## config.mk

```make
export PLATFORM = sky130hd
export DESIGN_NAME = sw_debounce
export DESIGN_NICKNAME = d
export VERILOG_FILES = /design/src/rtl/sw_pkg.sv /design/src/rtl/sw_tick_gen.sv /design/src/rtl/sw_debounce.sv
export SDC_FILE = /design/constraint.sdc
export NUM_CORES = 1
export LEC_CHECK = 0
export BUFFER_PORTS_ARGS = -buffer_cell sky130_fd_sc_hd__buf_2
export CORE_AREA = 2 2 46 48
export CTS_BUF_LIST = sky130_fd_sc_hd__clkbuf_4
export CTS_CLUSTER_DIAMETER = 120
export DETAILED_ROUTE_END_ITERATION = 6
export DIE_AREA = 0 0 48 50
export HOLD_SLACK_MARGIN = 0.12
export PLACE_DENSITY = 0.76
export SETUP_SLACK_MARGIN = 0.2
export SYNTH_ARGS = -nofsm -noshare
export SYNTH_HDL_FRONTEND = slang
export SYNTH_SLANG_ARGS = --single-unit
```

## constraint.sdc

```tcl
create_clock -name CLK -period 1.5 [get_ports CLK]
set_input_delay 0.15 -clock CLK [delete_from_list [all_inputs] [get_ports CLK]]
set_output_delay 0.15 -clock CLK [all_outputs]
set_load 0.03 [all_outputs]
```

## src/rtl/sw_pkg.sv

```systemverilog
// -----------------------------------------------------------------------------
// sw_pkg
// Shared definitions for the switch debouncer front end.
//   sw_state_e  : qualification FSM state (STABLE / CHECK)
//   SYNC_DEPTH  : number of flops in the SW_RAW synchroniser
//   CNT_W       : width of the qualification counter
// -----------------------------------------------------------------------------
package sw_pkg;

  typedef enum logic {
    STABLE = 1'b0,
    CHECK  = 1'b1
  } sw_state_e;

  localparam int SYNC_DEPTH = 2;
  localparam int CNT_W      = 4;

endpackage : sw_pkg

```

## src/rtl/sw_tick_gen.sv

```systemverilog
// -----------------------------------------------------------------------------
// sw_tick_gen
// Free-running prescaler producing a one-cycle sample strobe every DIV clocks.
// Shared by the slow-sampled front-panel inputs, so it never restarts on
// input activity.
//
// Parameters
//   DIV      : clock cycles per tick, 2..65535
// Ports
//   CLK      in  system clock
//   RESET_B  in  asynchronous active-low reset
//   TICK     out high in the cycle the counter equals DIV-1
// -----------------------------------------------------------------------------
module sw_tick_gen #(
  parameter int DIV = 1000
) (
  input  logic CLK,
  input  logic RESET_B,
  output logic TICK
);

  localparam int CW = (DIV > 1) ? $clog2(DIV) : 1;
  localparam logic [CW-1:0] LAST = CW'(DIV - 1);

  logic [CW-1:0] count_q;
  logic [CW-1:0] count_d;
  logic          tick;

  // The wrap to 0 happens on the same edge that consumes the tick, so the
  // period is exactly DIV cycles and the first tick lands in cycle DIV.
  always_comb begin
    tick    = (count_q == LAST);
    count_d = tick ? '0 : (count_q + CW'(1));
  end

  always_ff @(posedge CLK or negedge RESET_B) begin
    if (!RESET_B) begin
      count_q <= '0;
    end else begin
      count_q <= count_d;
    end
  end

  assign TICK = tick;

endmodule : sw_tick_gen

```

## src/rtl/sw_debounce.sv

```systemverilog
// -----------------------------------------------------------------------------
// sw_debounce
// Debounces a raw mechanical switch. SW_RAW is synchronised to CLK, sampled
// only on the prescaler tick, and a new level is committed once NSTABLE
// consecutive ticks disagree with the current SW_OUT.
//
// Parameters
//   DIV       : clock cycles per sample tick, 2..65535
//   NSTABLE   : consecutive disagreeing samples needed to commit, 1..15
// Ports
//   CLK       in  system clock
//   RESET_B   in  asynchronous active-low reset
//   SW_RAW    in  raw switch level, asynchronous, may bounce
//   SW_OUT    out debounced level (registered)
//   RISE      out one-cycle pulse, same cycle SW_OUT becomes 1 (registered)
//   FALL      out one-cycle pulse, same cycle SW_OUT becomes 0 (registered)
//   BUSY      out high while a candidate change is qualified (registered)
//   DBG_STATE out current FSM state, for observation only
//   DBG_CNT   out current qualification count, for observation only
//
// Handshake: none. SW_RAW is a level input with no valid/ready; the outputs
// are plain registered levels and pulses with no back-pressure.
// -----------------------------------------------------------------------------
module sw_debounce
  import sw_pkg::*;
#(
  parameter int DIV     = 1000,
  parameter int NSTABLE = 4
) (
  input  logic             CLK,
  input  logic             RESET_B,
  input  logic             SW_RAW,
  output logic             SW_OUT,
  output logic             RISE,
  output logic             FALL,
  output logic             BUSY,
  output sw_state_e        DBG_STATE,
  output logic [CNT_W-1:0] DBG_CNT
);

  localparam logic [CNT_W-1:0] NSTAB = CNT_W'(NSTABLE);

  logic tick;

  sw_tick_gen #(
    .DIV (DIV)
  ) u_tick_gen (
    .CLK     (CLK),
    .RESET_B (RESET_B),
    .TICK    (tick)
  );

  // ---------------------------------------------------------------------------
  // State
  // ---------------------------------------------------------------------------
  logic [SYNC_DEPTH-1:0] sync_q, sync_d;
  sw_state_e             state_q, state_d;
  logic [CNT_W-1:0]      cnt_q, cnt_d;
  logic                  out_q, out_d;
  logic                  rise_q, rise_d;
  logic                  fall_q, fall_d;
  logic                  busy_q, busy_d;

  logic             sync;
  logic [CNT_W-1:0] cnt_inc;
  logic             commit;

  // ---------------------------------------------------------------------------
  // Next-state logic
  // ---------------------------------------------------------------------------
  always_comb begin
    // Synchroniser shifts SW_RAW in at the LSB; the MSB is the only copy
    // the rest of the design looks at.
    sync_d  = {sync_q[SYNC_DEPTH-2:0], SW_RAW};
    sync    = sync_q[SYNC_DEPTH-1];

    state_d = state_q;
    cnt_d   = cnt_q;
    out_d   = out_q;
    commit  = 1'b0;
    cnt_inc = cnt_q + CNT_W'(1);

    // SYNC is only looked at on ticks; between ticks nothing moves.
    if (tick) begin
      case (state_q)
        STABLE: begin
          if (sync != out_q) begin
            if (NSTABLE == 1) begin
              commit = 1'b1;
            end else begin
              state_d = CHECK;
              cnt_d   = CNT_W'(1);
            end
          end
        end
        CHECK: begin
          if (sync == out_q) begin
            // Input went back to the committed level: treat as a bounce.
            state_d = STABLE;
            cnt_d   = '0;
          end else if (cnt_inc >= NSTAB) begin
            commit = 1'b1;
          end else begin
            cnt_d = cnt_inc;
          end
        end
        default: begin
          state_d = STABLE;
          cnt_d   = '0;
        end
      endcase
    end

    if (commit) begin
      out_d   = sync;
      state_d = STABLE;
      cnt_d   = '0;
    end

    // Edge pulses are one cycle wide by construction: they default low and
    // only a commit raises them, and a commit cannot happen two ticks apart
    // in adjacent cycles.
    rise_d = commit &  sync;
    fall_d = commit & ~sync;
    busy_d = (state_d == CHECK);
  end

  // ---------------------------------------------------------------------------
  // Registers
  // ---------------------------------------------------------------------------
  always_ff @(posedge CLK or negedge RESET_B) begin
    if (!RESET_B) begin
      sync_q  <= '0;
      state_q <= STABLE;
      cnt_q   <= '0;
      out_q   <= 1'b0;
      rise_q  <= 1'b0;
      fall_q  <= 1'b0;
      busy_q  <= 1'b0;
    end else begin
      sync_q  <= sync_d;
      state_q <= state_d;
      cnt_q   <= cnt_d;
      out_q   <= out_d;
      rise_q  <= rise_d;
      fall_q  <= fall_d;
      busy_q  <= busy_d;
    end
  end

  assign SW_OUT    = out_q;
  assign RISE      = rise_q;
  assign FALL      = fall_q;
  assign BUSY      = busy_q;
  assign DBG_STATE = state_q;
  assign DBG_CNT   = cnt_q;

endmodule : sw_debounce
```

# ---- Word level (Yosys, flattened, before mapping)
# Cells that the tools add are included.
dict set report totals {
  reg_bits 20
  in_bits 3
  out_inout_bits 9
  elab_cells 37
}
dict set report op_classes {
  add_sub_neg 2
  order_cmp 1
  eq_ne 5
  mux 16
  n_bitwise 4
  reduce_logical 2
}
# cell n
set ops {}
lappend ops {{two-way mux 4 bit} 5}
lappend ops {{adder 10 x 1 -> 10 bit (second input constant)} 1}
lappend ops {{equality test 10 bit (second input constant)} 1}
lappend ops {{two-way mux 10 bit} 1}
lappend ops {{two-way mux 1 bit} 8}
lappend ops {{one-hot mux 4 bit (2 select lines)} 1}
lappend ops {{adder 4 x 1 -> 4 bit (second input constant)} 1}
lappend ops {{greater-or-equal comparator 4 x 3 -> 1 bit (second input constant)} 1}
lappend ops {{inequality test 4 bit (second input constant)} 1}
lappend ops {{inequality test 3 bit (second input constant)} 1}
lappend ops {{AND reduction 3 bit} 1}
lappend ops {{bitwise AND 1 bit} 2}
lappend ops {{NOT 1 bit} 2}
lappend ops {{one-hot mux 1 bit (2 select lines)} 1}
lappend ops {{nonzero test 2 bit} 1}
lappend ops {{equality test 1 bit} 1}
lappend ops {{inequality test 1 bit} 1}

# ---- Longest topological paths before layout
dict set report depth {
  ltp_word 8
  depth_mapped 6
  ltp_nobuf 5
}

# ---- By module
# A second synthesis with hierarchy kept.
dict set report unflattened {
  cells_unflattened 77
  hier_area_um2 917.1
}
# module n_inst cells_per_inst area_per_inst_um2 seq_area_each_um2
set modules_own_cells {}
lappend modules_own_cells {sw_tick_gen 1 43 483.0 250.2}
lappend modules_own_cells {sw_debounce 1 34 434.2 250.2}

# ---- Worst setup path before layout
# OpenSTA, ideal clock, no wires.
dict set report synth_timing {
  path_type {flip-flop to flip-flop}
  start {reg cnt_q[0], in the netlist DBG_CNT[0]}
  end {reg out_q, in the netlist SW_OUT}
  setup_ns 0.125
  t_arrival_ns 1.534
  required_ns 1.375
  path_slack_ns -0.159
  path_stages_with_launch 6
  n_path_buf 0
  period_less_slack_ns 1.659
  cell_sequence {dfrtp_1 > ha_1 > nor3_1 > a41oi_2 > nand3_2 > mux2_4}
}
dict set report synth_via {
  elab_chain_cells 6
}
# item line_no
set synth_rtl {}
lappend synth_rtl {{from (decl)} sw_debounce.sv:58} ;# logic [CNT_W-1:0] cnt_q, cnt_d;
lappend synth_rtl {{from (signal assigned)} sw_debounce.sv:143} ;# cnt_q <= cnt_d;
lappend synth_rtl {{adder 4 x 1 -> 4 bit} sw_debounce.sv:81} ;# cnt_inc = cnt_q + CNT_W'(1);
lappend synth_rtl {{greater-or-equal comparator 4 x 3 -> 1 bit} sw_debounce.sv:101} ;# end else if (cnt_inc >= NSTAB) begin
lappend synth_rtl {{two-way mux 1 bit} sw_debounce.sv:101}
lappend synth_rtl {{two-way mux 1 bit} sw_debounce.sv:97} ;# if (sync == out_q) begin
lappend synth_rtl {{two-way mux 1 bit} sw_debounce.sv:85} ;# case (state_q)
lappend synth_rtl {{two-way mux 1 bit} sw_debounce.sv:84} ;# if (tick) begin
lappend synth_rtl {{to (signal assigned)} sw_debounce.sv:144} ;# out_q <= out_d;
lappend synth_rtl {{to (decl)} sw_debounce.sv:59} ;# logic out_q, out_d;
# No other way between the ends.
# A chain may end at the register's enable or synchronous reset.

# ---- Worst setup path in the final report
dict set report layout_timing {
  start {reg u_tick_gen.count_q[1]}
  end {reg out_q, in the netlist SW_OUT}
}
dict set report layout_via {
  elab_chain_cells 2
}
# item line_no
set layout_rtl {}
lappend layout_rtl {{from (decl)} sw_tick_gen.sv:25} ;# logic [CW-1:0] count_q;
lappend layout_rtl {{from (signal assigned)} sw_tick_gen.sv:40} ;# count_q <= count_d;
lappend layout_rtl {{equality test 10 bit} sw_tick_gen.sv:32} ;# tick = (count_q == LAST);
lappend layout_rtl {{two-way mux 1 bit} sw_debounce.sv:84}
# No other way between the ends.

==> results.json <==
{
  "fillerInstances": 135,
  "coreArea_sq_mm": 0.001902,
  "mappedNetlistArea_sq_um": 948.4,
  "drt-initial-drc-count": 8,
  "sequential_cell_area_sq_um": 504.2,
  "power.share.combinational_pct": 2.2,
  "antenna_found_initial": 0,
  "grt_start_max_net_pins": 21,
  "cts-buffers-inserted": 3,
  "p_switching_mw": 0.1635,
  "worst_slew_pin_slew_ps": 432.0,
  "area_growth_syn_to_layout_pct": 34.56,
  "detail_route.first_pass.iterations": 3,
  "synth.yosys.seq_area_share_pct": 52.77,
  "remaining_global_route_overflow": 0,
  "synth_edf_count": 0,
  "fmax_mhz": 691.8,
  "cp_max_fo": 3,
  "first_pass_grt_wire_length_mm": 2.849,
  "irDropWorstVdd_uv": 408.8,
  "num_vias": 693,
  "grt_setup_unrepaired": "yes",
  "number_of_max_cap_violations": 0,
  "arrival_time_reported_for_the_critical_path_endpoint_ps": 1630,
  "worst_skew_pair.late_latency_ps": 290,
  "slew_headroom_pct": 71.20,
  "num_io_pins": 12,
  "groute.usage.overall_pct": 16.57,
  "chipHeight_um": 50,
  "layout.nets": 114,
  "switching_share_pct": 20.24,
  "synth_cell_type_count": 34,
  "setup.worst_path.end": "SW_OUT$_DFFE_PN0N_",
  "worst-r2r-setup-slack_ps": 50,
  "wl_per_cell_um": 12.87,
  "drt-total-wl_mm": 1.738,
  "numPortBuffers": 11,
  "finalClockSkew_ps": 1.324,
  "mostFrequentLayoutCell": "dfrtp_1",
  "capturing_element_type_of_the_critical_path": "flop",
  "yosys_most_used_dff": "dfrtp_1",
  "worst_hold_path_type": "in -> async",
  "synth.ff_latch_count": 20,
  "ctsHtreeMaxLevel": 1,
  "syn-num-nets": 86,
  "critPathRequiredTime_ps": 1680,
  "multiInputGateArea_sq_um": 520.5,
  "pwr_density_cell_mw_per_mm2": 633.0,
  "dp.final_hpwl_mm": 1.119,
  "post-route-drc-count": 0,
  "post_drt_via_cell_ratio": 5.133,
  "drive_gt1_share_pct": 47.22,
  "cts_buffer_depth": 2,
  "totalPowerFinal_mw": 0.8079,
  "sequentialPowerShare_pct": 67.2,
  "timing_worst_setup_path_type": "reg -> reg",
  "cell_int_power_mw": 0.6444,
  "antennaDiodeCount": 0,
  "fin_crit_ps": 1445,
  "dieArea_sq_mm": 0.002400,
  "synthesized_area_divided_by_synthesized_cell_count_sq_um": 11.71,
  "most-common-layout-cells": "dfrtp_1, buf_2, buf_4",
  "postPlaceCellArea_sq_mm": 0.001071,
  "clock-sinks": 20,
  "finalCritPeriodShare_pct": 96.36,
  "netlist_instances": 81,
  "crit_path_start": "u_tick_gen.count_q[1]$_DFF_PN0_",
  "status": "finished, final reports clean",
  "hold_violations": 0,
  "critPathLaunchType": "flop",
  "cell_leakage_power_nw": 0.5728,
  "power_frac_clock_pct": 30.5,
  "final_cell_area_sq_mm": 0.001276,
  "die_w_um": 48,
  "ff2ff_path_depth": 5,
  "yosysWarnings": 0,
  "start_util_pct": 49.87,
  "final_wtd_congestion": 0.8206,
  "clockRootBuffer": "clkbuf_4",
  "cts_tree": "built",
  "setup_violations": 0,
  "fp-row-count": 16,
  "ant_nets": 0,
  "cts.reportedPaths.clkPinSlew_ps": 100,
  "regToRegStartpoint": "u_tick_gen.count_q[1]$_DFF_PN0_",
  "final_max_slew_viol_count": 0,
  "ys_async_sr_fraction_pct": 100.0,
  "grt_pass1_vias": 656,
  "terminus_of_the_critical_flop_to_flop_path": "SW_OUT$_DFFE_PN0N_"
}
## cells in the mapped netlist (all sizes together), types with 2 or more instances
| library cell | n | share of area (%) |
|---|---|---|
| mux2i | 2 | 2.1 |
| nor2 | 4 | 1.6 |
| nor3 | 2 | 1.6 |
| nor3b | 3 | 2.9 |
| nand2 | 4 | 1.6 |
| a21oi | 2 | 1.1 |
| nand3 | 4 | 2.6 |
| buf | 3 | 3.2 |
| xor2 | 4 | 3.7 |
| nand4 | 3 | 2.0 |
| ha | 2 | 2.6 |
| dfrtp | 20 | 53 |
| inv | 2 | 0.79 |
| a22o | 2 | 1.8 |
| nor2b | 4 | 2.6 |
| and3 | 3 | 2.5 |
| and2 | 4 | 2.9 |
| o21ai | 4 | 2.1 |
## worst max-delay path, stage by stage, from the launching register on
cell,delay (ps)
dfrtp_1,370
ha_2,200
and3_4,180
and3_4,200
nand3_4,90
mux2_4,310
## state kept, by name, summed over array words and instances (netlist names)
register,flops
u_tick_gen.count_q,10
DBG_CNT,4
sync_q,2
BUSY,1
FALL,1
RISE,1
SW_OUT,1
## power by group through the flow
stage               clock (mW)  sequential (mW)  combinational (mW)
finish                   0.247            0.543              0.0180
detailed placement           0            0.554              0.0149
global placement             0            0.554              0.0147
floorplan                    0            0.554             0.00173
CTS                      0.262            0.543              0.0187
global route             0.286            0.544              0.0212
## worst min path at each step
stage / cells after the start / endpoint / start
after floorplan: 0 / BUSY$_DFFE_PN0P_ / RESET_B
after global placement: 1 / DBG_CNT[2]$_DFFE_PN0P_ / RESET_B
after detailed placement: 1 / u_tick_gen.count_q[9]$_DFF_PN0_ / RESET_B
after CTS: 2 / u_tick_gen.count_q[9]$_DFF_PN0_ / RESET_B
after global routing: 2 / u_tick_gen.count_q[5]$_DFF_PN0_ / RESET_B
final: 2 / DBG_CNT[2]$_DFFE_PN0P_ / RESET_B
## stage by stage
step	cells	hold WS (ps)	utilization [%]	setup slack [ps]	TNS (ps)
finish	135	321.4	67.11	54.59	0
global route	135	358.2	67.11	-6.523	-9.596
CTS	132	326.0	62.17	58.04	0
detailed placement	121	117.3	56.32	22.92	0
global placement	121	114.1	56.32	43.89	0
floorplan	81	-145.6	-	-3.318	-3.318
## cell families after synthesis
family                     share of synthesized area (%)
and+or+nand+nor                                    21.76
adders and majority gates                          2.638
DFF                                                52.77
AOI/OAI and AO/OA                                  10.56
muxes                                              3.694
xor gates and xnor gates                           4.617
buffers and inverters                              3.958
## what timing repair did
item | in CTS | in global routing
resized for setup | 5 | 16
hold buffers | 2 | 0
cloned | 0 | 0
hold endpoints to repair | 21 | 0
pin swaps | 5 | 8
setup buffers | 5 | 3
endpoints found under the setup margin | 10 | 16
## area by class of cell
cell class / instances / share of cell area [%]
sequential: 20 / 39.51
inverter: 2 / 0.5882
timing repair buffer: 26 / 14.41
clock inverter: 1 / 0.2941
multi-input combinational: 56 / 40.78
tap: 27 / 2.647
clock buffer: 3 / 1.765
## per-layer routing
layer	share of wire (%)	track usage (%)	vias to the layer above
met5	0	0	-
met4	0.86	6.757	0
met3	2.2	3.297	2
met2	52	24.89	10
met1	45	22.69	338
li1	-	-	343
(Power assumes the default switching activity.)
